**config.mk**
```make
export PLATFORM = sky130hd
export DESIGN_NAME = irq_ctrl
export DESIGN_NICKNAME = d
export VERILOG_FILES = /design/src/rtl/irq_ctrl.sv
export SDC_FILE = /design/constraint.sdc
export NUM_CORES = 1
export LEC_CHECK = 0
export BUFFER_PORTS_ARGS = -buffer_cell sky130_fd_sc_hd__buf_2
export CAP_MARGIN = 20
export CORE_MARGIN = 2
export CORE_UTILIZATION = 40
export DETAILED_ROUTE_END_ITERATION = 8
export PLACE_DENSITY = 0.67
export SYNTH_ARGS = -nofsm -noshare
export SYNTH_HDL_FRONTEND = slang
export SYNTH_SLANG_ARGS = --single-unit
```
**constraint.sdc**
```tcl
create_clock -name clk -period 2.05 [get_ports clk]
set_clock_uncertainty 0.1 [all_clocks]
set_input_delay 0.41 -clock clk [delete_from_list [all_inputs] [get_ports clk]]
set_output_delay 0.41 -clock clk [all_outputs]
set_load 0.05 [all_outputs]
```
**src/rtl/irq_ctrl.sv**
```systemverilog
// irq_ctrl: memory-mapped interrupt controller for the picoRV SoC.
//
// Latches up to N interrupt sources into PENDING, masks them with ENABLE,
// and selects edge or level capture per source with MODE. The lowest-numbered
// enabled pending source is claimed, and one CPU interrupt line is held
// until end-of-interrupt.
//
// Register map (byte offsets):
//   0x0 ENABLE  RW   per-source mask
//   0x4 PENDING R/W1C latched requests
//   0x8 MODE    RW   1 = rising edge, 0 = level
//   0xC ACTIVE  R    bit31 = in service, bits[3:0] = claimed id; any write = EOI
//
// Ports:
//   clk      system clock (rising edge)
//   reset_n  synchronous active-low reset
//   select   bus select; wstrb = 0 means read, nonzero means full-word write
//   addr     byte offset
//   data_i   write data
//   ready    one-cycle acknowledge for each selected cycle
//   data_o   registered read data
//   irq_src  N interrupt requests, active high, synchronous to clk
//   irq_o    interrupt line to the CPU
//   eoi_i    end-of-interrupt pulse from the CPU
module irq_ctrl #(
  parameter int N = 8
) (
  input  logic          clk,
  input  logic          reset_n,
  input  logic          select,
  input  logic [3:0]    wstrb,
  input  logic [3:0]    addr,
  input  logic [31:0]   data_i,
  output logic          ready,
  output logic [31:0]   data_o,
  input  logic [N-1:0]  irq_src,
  output logic          irq_o,
  input  logic          eoi_i
);

  localparam logic [3:0] ADDR_ENABLE  = 4'h0;
  localparam logic [3:0] ADDR_PENDING = 4'h4;
  localparam logic [3:0] ADDR_MODE    = 4'h8;
  localparam logic [3:0] ADDR_ACTIVE  = 4'hC;

  typedef enum logic [0:0] {
    IDLE    = 1'b0,
    SERVICE = 1'b1
  } state_t;

  state_t         state;
  state_t         state_next;

  logic [N-1:0]   enable_r;
  logic [N-1:0]   pending_r;
  logic [N-1:0]   mode_r;
  logic [N-1:0]   src_q;
  logic           active_valid;
  logic [3:0]     active_id;

  logic           wr;
  logic           rd;
  logic           eoi_ev;
  logic           claim;
  logic [3:0]     claim_id;
  logic [N-1:0]   req;
  logic [N-1:0]   set_vec;
  logic [N-1:0]   w1c_vec;
  logic [N-1:0]   claim_vec;
  logic [N-1:0]   pending_next;

  // Write-data bits above the implemented sources are deliberately ignored.
  logic           unused_data;
  assign unused_data = ^data_i[31:N];

  // Zero-extend an N-bit register field to a 32-bit bus word.
  function automatic logic [31:0] widen(input logic [N-1:0] v);
    logic [31:0] r;
    r        = 32'd0;
    r[N-1:0] = v;
    return r;
  endfunction

  // Bus transaction decode and end-of-interrupt sources.
  always_comb begin
    wr     = select && (wstrb != 4'd0);
    rd     = select && (wstrb == 4'd0);
    eoi_ev = eoi_i || (wr && (addr == ADDR_ACTIVE));
  end

  // Per-source capture: rising edge against src_q, or plain level.
  always_comb begin
    set_vec = {N{1'b0}};
    for (int i = 0; i < N; i++) begin
      if (mode_r[i]) begin
        set_vec[i] = irq_src[i] & ~src_q[i];
      end else begin
        set_vec[i] = irq_src[i];
      end
    end
  end

  // Lowest-index enabled pending source; scanning downward lets the lowest win.
  always_comb begin
    req      = pending_r & enable_r;
    claim_id = 4'd0;
    for (int i = N - 1; i >= 0; i--) begin
      if (req[i]) begin
        claim_id = 4'(i);
      end else begin
        claim_id = claim_id;
      end
    end
  end

  // FSM next-state: claim from IDLE, leave SERVICE only on EOI (no preemption).
  always_comb begin
    state_next = state;
    case (state)
      IDLE: begin
        if (req != {N{1'b0}}) begin
          state_next = SERVICE;
        end else begin
          state_next = IDLE;
        end
      end
      SERVICE: begin
        if (eoi_ev) begin
          state_next = IDLE;
        end else begin
          state_next = SERVICE;
        end
      end
      default: state_next = IDLE;
    endcase
  end

  // FSM outputs: the claim strobe and the one-hot pending bit it consumes.
  always_comb begin
    claim     = 1'b0;
    claim_vec = {N{1'b0}};
    case (state)
      IDLE: begin
        if (req != {N{1'b0}}) begin
          claim = 1'b1;
        end else begin
          claim = 1'b0;
        end
      end
      SERVICE: claim = 1'b0;
      default: claim = 1'b0;
    endcase
    for (int i = 0; i < N; i++) begin
      claim_vec[i] = claim && (claim_id == 4'(i));
    end
  end

  // Pending update: W1C and claim clear, a same-cycle set always wins.
  always_comb begin
    if (wr && (addr == ADDR_PENDING)) begin
      w1c_vec = data_i[N-1:0];
    end else begin
      w1c_vec = {N{1'b0}};
    end
    pending_next = (pending_r & ~w1c_vec & ~claim_vec) | set_vec;
  end

  // FSM state register plus the registered interrupt line and ACTIVE fields.
  always_ff @(posedge clk) begin
    if (!reset_n) begin
      state        <= IDLE;
      irq_o        <= 1'b0;
      active_valid <= 1'b0;
      active_id    <= 4'd0;
    end else begin
      state        <= state_next;
      irq_o        <= (state_next == SERVICE);
      active_valid <= (state_next == SERVICE);
      if (claim) begin
        active_id <= claim_id;
      end else begin
        active_id <= active_id;
      end
    end
  end

  // Control registers, pending latch and source history.
  always_ff @(posedge clk) begin
    if (!reset_n) begin
      enable_r  <= {N{1'b0}};
      mode_r    <= {N{1'b0}};
      pending_r <= {N{1'b0}};
      src_q     <= {N{1'b0}};
    end else begin
      if (wr && (addr == ADDR_ENABLE)) begin
        enable_r <= data_i[N-1:0];
      end
      if (wr && (addr == ADDR_MODE)) begin
        mode_r <= data_i[N-1:0];
      end
      pending_r <= pending_next;
      src_q     <= irq_src;
    end
  end

  // Bus response: ready for every selected cycle, read data captured pre-update.
  always_ff @(posedge clk) begin
    if (!reset_n) begin
      ready  <= 1'b0;
      data_o <= 32'd0;
    end else begin
      ready <= select;
      if (rd) begin
        case (addr)
          ADDR_ENABLE:  data_o <= widen(enable_r);
          ADDR_PENDING: data_o <= widen(pending_r);
          ADDR_MODE:    data_o <= widen(mode_r);
          ADDR_ACTIVE:  data_o <= {active_valid, 27'd0, active_id};
          default:      data_o <= 32'd0;
        endcase
      end
    end
  end

endmodule

```
==> flow_summary.json <==
{
  "drt_iter0_drc": 88,
  "design.die.area_um2": 6530,
  "initial_core_util": 0.421,
  "path_clk_slew_ps": 80,
  "core_um2": 5610,
  "cp-end-kind": "register",
  "power_mw": 1.87,
  "crit_path_start_kind": "register",
  "grt_overflow": 0,
  "synth-edff-count": 0,
  "ys_seq_elements": 46,
  "htreeDepth": 2,
  "hold_slack_ps": 243,
  "drive_gt1_frac": 0.210,
  "crit_type": "register to register",
  "max_stage_delay_ps": 450,
  "vias_per_cell": 5.09,
  "drc_errors": 0,
  "synth_cells": 251,
  "cts_sinks": 46,
  "wl_per_cell_um": 13.6,
  "num_antenna_cells": 0,
  "vias": 1848,
  "report.final.slew_viol_count": 0,
  "cts_resized": 0,
  "ctsHoldBuffers": 0,
  "yosysSeqAreaShare": 0.390,
  "avgSynthCellArea_um2": 9.40,
  "grt_pass1_wl_mm": 8.16,
  "first_global_vias": 1704,
  "regArea_um2": 921,
  "grt_max_degree": 28,
  "setup_viol": 0,
  "final_cells": 363,
  "hp-class": "primary input to register",
  "cts_buffers": 5,
  "ctsRootBufferMaster": "clkbuf_8",
  "cap_violations": 0,
  "fillers": 579,
  "final-hold-violation-count": 0,
  "fmax_mhz": 607,
  "port_buffers": 38,
  "first_pass_iters": 4,
  "die_y_um": 80.8,
  "crit_fanout": 6,
  "p_leak_nw": 1.22,
  "ys_top_cells_by_area": "dfxtp_1, mux2i_1, buf_4",
  "power.density_nw_per_um2": 709,
  "status": "finished, final reports clean",
  "ir_drop_mv": 0.398,
  "drtAntennaViolNets": 0,
  "layout_min_cycle_time_ps": 1650,
  "ys_async_sr_fraction": 0,
  "synth.cell_area_um2": 2360,
  "period_share": 0.803,
  "row_count": 27,
  "ys_dominant_reg_cell": "dfxtp_1",
  "nNetsFinal": 342,
  "cts_tree": "yes",
  "rsz0062_at_grt": "no",
  "place.gp.congestion": 0.801,
  "worstHoldStart": "irq_src[7]",
  "cpMaxStageDelayCell": "a221oi_2",
  "ys_warn_count": 0,
  "arrival_ps": 1740,
  "synth_top_cell_area_share": 0.390,
  "grt_usage": 0.161,
  "multi_input_area_um2": 1250,
  "drt-total-wl_mm": 4.94,
  "dp_hpwl_mm": 3.70,
  "antenna_found_initial": 0,
  "clk_latency_ps": 290,
  "setup_ws_ps": 404,
  "die_w_um": 80.8,
  "critPathRequiredTime_ps": 2140,
  "io_pins": 86,
  "ctsLongestPathBuffers": 2,
  "preCtsSetupSlack_ps": 118,
  "setup_tns_ps": 0,
  "synth_cell_type_count": 41,
  "area_growth_pct": 11.8,
  "dp.cells": 355,
  "synth.largest_area_cell": "dfxtp_1",
  "r2r_start": "enable_r[1]",
  "cts_setup_buffers": 0,
  "crit_start": "enable_r[1]",
  "cp_cell_sequence": "a221oi_2 -> nand4_1 -> nand4b_1 -> a22o_1"
}
==> placed cells by master, fill, tap and decap left out, types with 2 or more instances in the layout <==
cell,netlist,layout
dfxtp_1,46,46
buf_2,4,38
nand2_1,33,33
mux2i_1,27,27
conb_1,1,23
nor2b_1,17,17
and2_1,12,12
a22o_1,10,10
a21oi_1,9,9
nand3_1,7,7
a21boi_0,7,7
buf_4,24,7
o2bb2ai_1,5,5
clkbuf_8,2,5
nor2_1,3,3
o221ai_1,3,3
o211a_1,3,3
a221oi_2,3,3
nor4_1,2,2
nand4_1,2,2
and3_1,2,2
a22oi_1,2,2
nand4b_1,2,2
o221a_2,2,2
a31oi_1,2,2
a21o_1,2,2
clkinv_2,0,2
==> power breakdown <==
part	switching, mW	internal, mW	leakage [nW]
logic	0.183	0.0831	0.787
registers	0.0296	0.925	0.376
clock network	0.293	0.359	0.0579
==> synth_stat cells, types with 3 or more instances <==
master	n
dfxtp_1	46
o2bb2ai_1	5
a21oi_1	9
a21boi_0	7
nor2b_1	17
nand3_1	7
mux2i_1	27
nor2_1	3
o221ai_1	3
buf_4	24
buf_2	4
a22o_1	10
nand2_1	33
a221oi_2	3
o211a_1	3
and2_1	12
clkbuf_1	4
==> metrics by stage <==
| step | utilization | instance area, µm² |
|---|---|---|
| floorplan | - | 2440 |
| global placement | 0.451 | 2530 |
| detailed placement | 0.451 | 2530 |
| CTS | 0.471 | 2640 |
| global route | 0.471 | 2640 |
| finish | 0.471 | 2640 |
==> path summary, 6_finish.rpt <==
path	to	slack, ps	depth (start not counted)
worst max-delay path	pending_r[7]	400	4
worst min-delay path	src_q[7]	240	2
worst max register to register	pending_r[7]	400	4
worst min register to register	data_o[31]	360	2
==> registers in the layout, indices dropped and copies added, names as in the netlist <==
register,count
data_o,9
enable_r,8
mode_r,8
pending_r,8
src_q,8
active_id,3
active_valid,1
ready,1
==> final cells by class <==
cell class | count | share of cell area
clock buffer | 5 | 0.0261
clock inverter | 3 | 0.0152
inverter | 1 | 0.00142
multi-input combinational | 190 | 0.475
sequential | 46 | 0.349
tap | 72 | 0.0341
timing repair buffer | 46 | 0.0996
==> per-layer routing <==
metal  track usage  vias to the layer above  routed length (µm)
met5             0                        -                   0
met4        0.0492                        0                  24
met3        0.0356                        2                 203
met2         0.258                       42                2370
met1         0.217                      873                2340
li1              -                      931                   -
==> critical path: cells and delay by family, from the launching register on <==
kind	cells	cell delay, ps
and+or+nand+nor	2	390
AOI/OAI and AO/OA	2	670
DFF	1	380
==> logic make-up (layout without fill, tap and decap cells) <==
family / count (synthesis) / after routing / share of synthesized area
and+or+nand+nor: 83 / 83 / 0.180
DFF: 46 / 46 / 0.390
AOI/OAI and AO/OA: 57 / 57 / 0.199
buffers and inverters: 37 / 55 / 0.114
muxes: 27 / 27 / 0.115
other: 1 / 23 / 0.00159
Power figures use the tool's default switching activity.
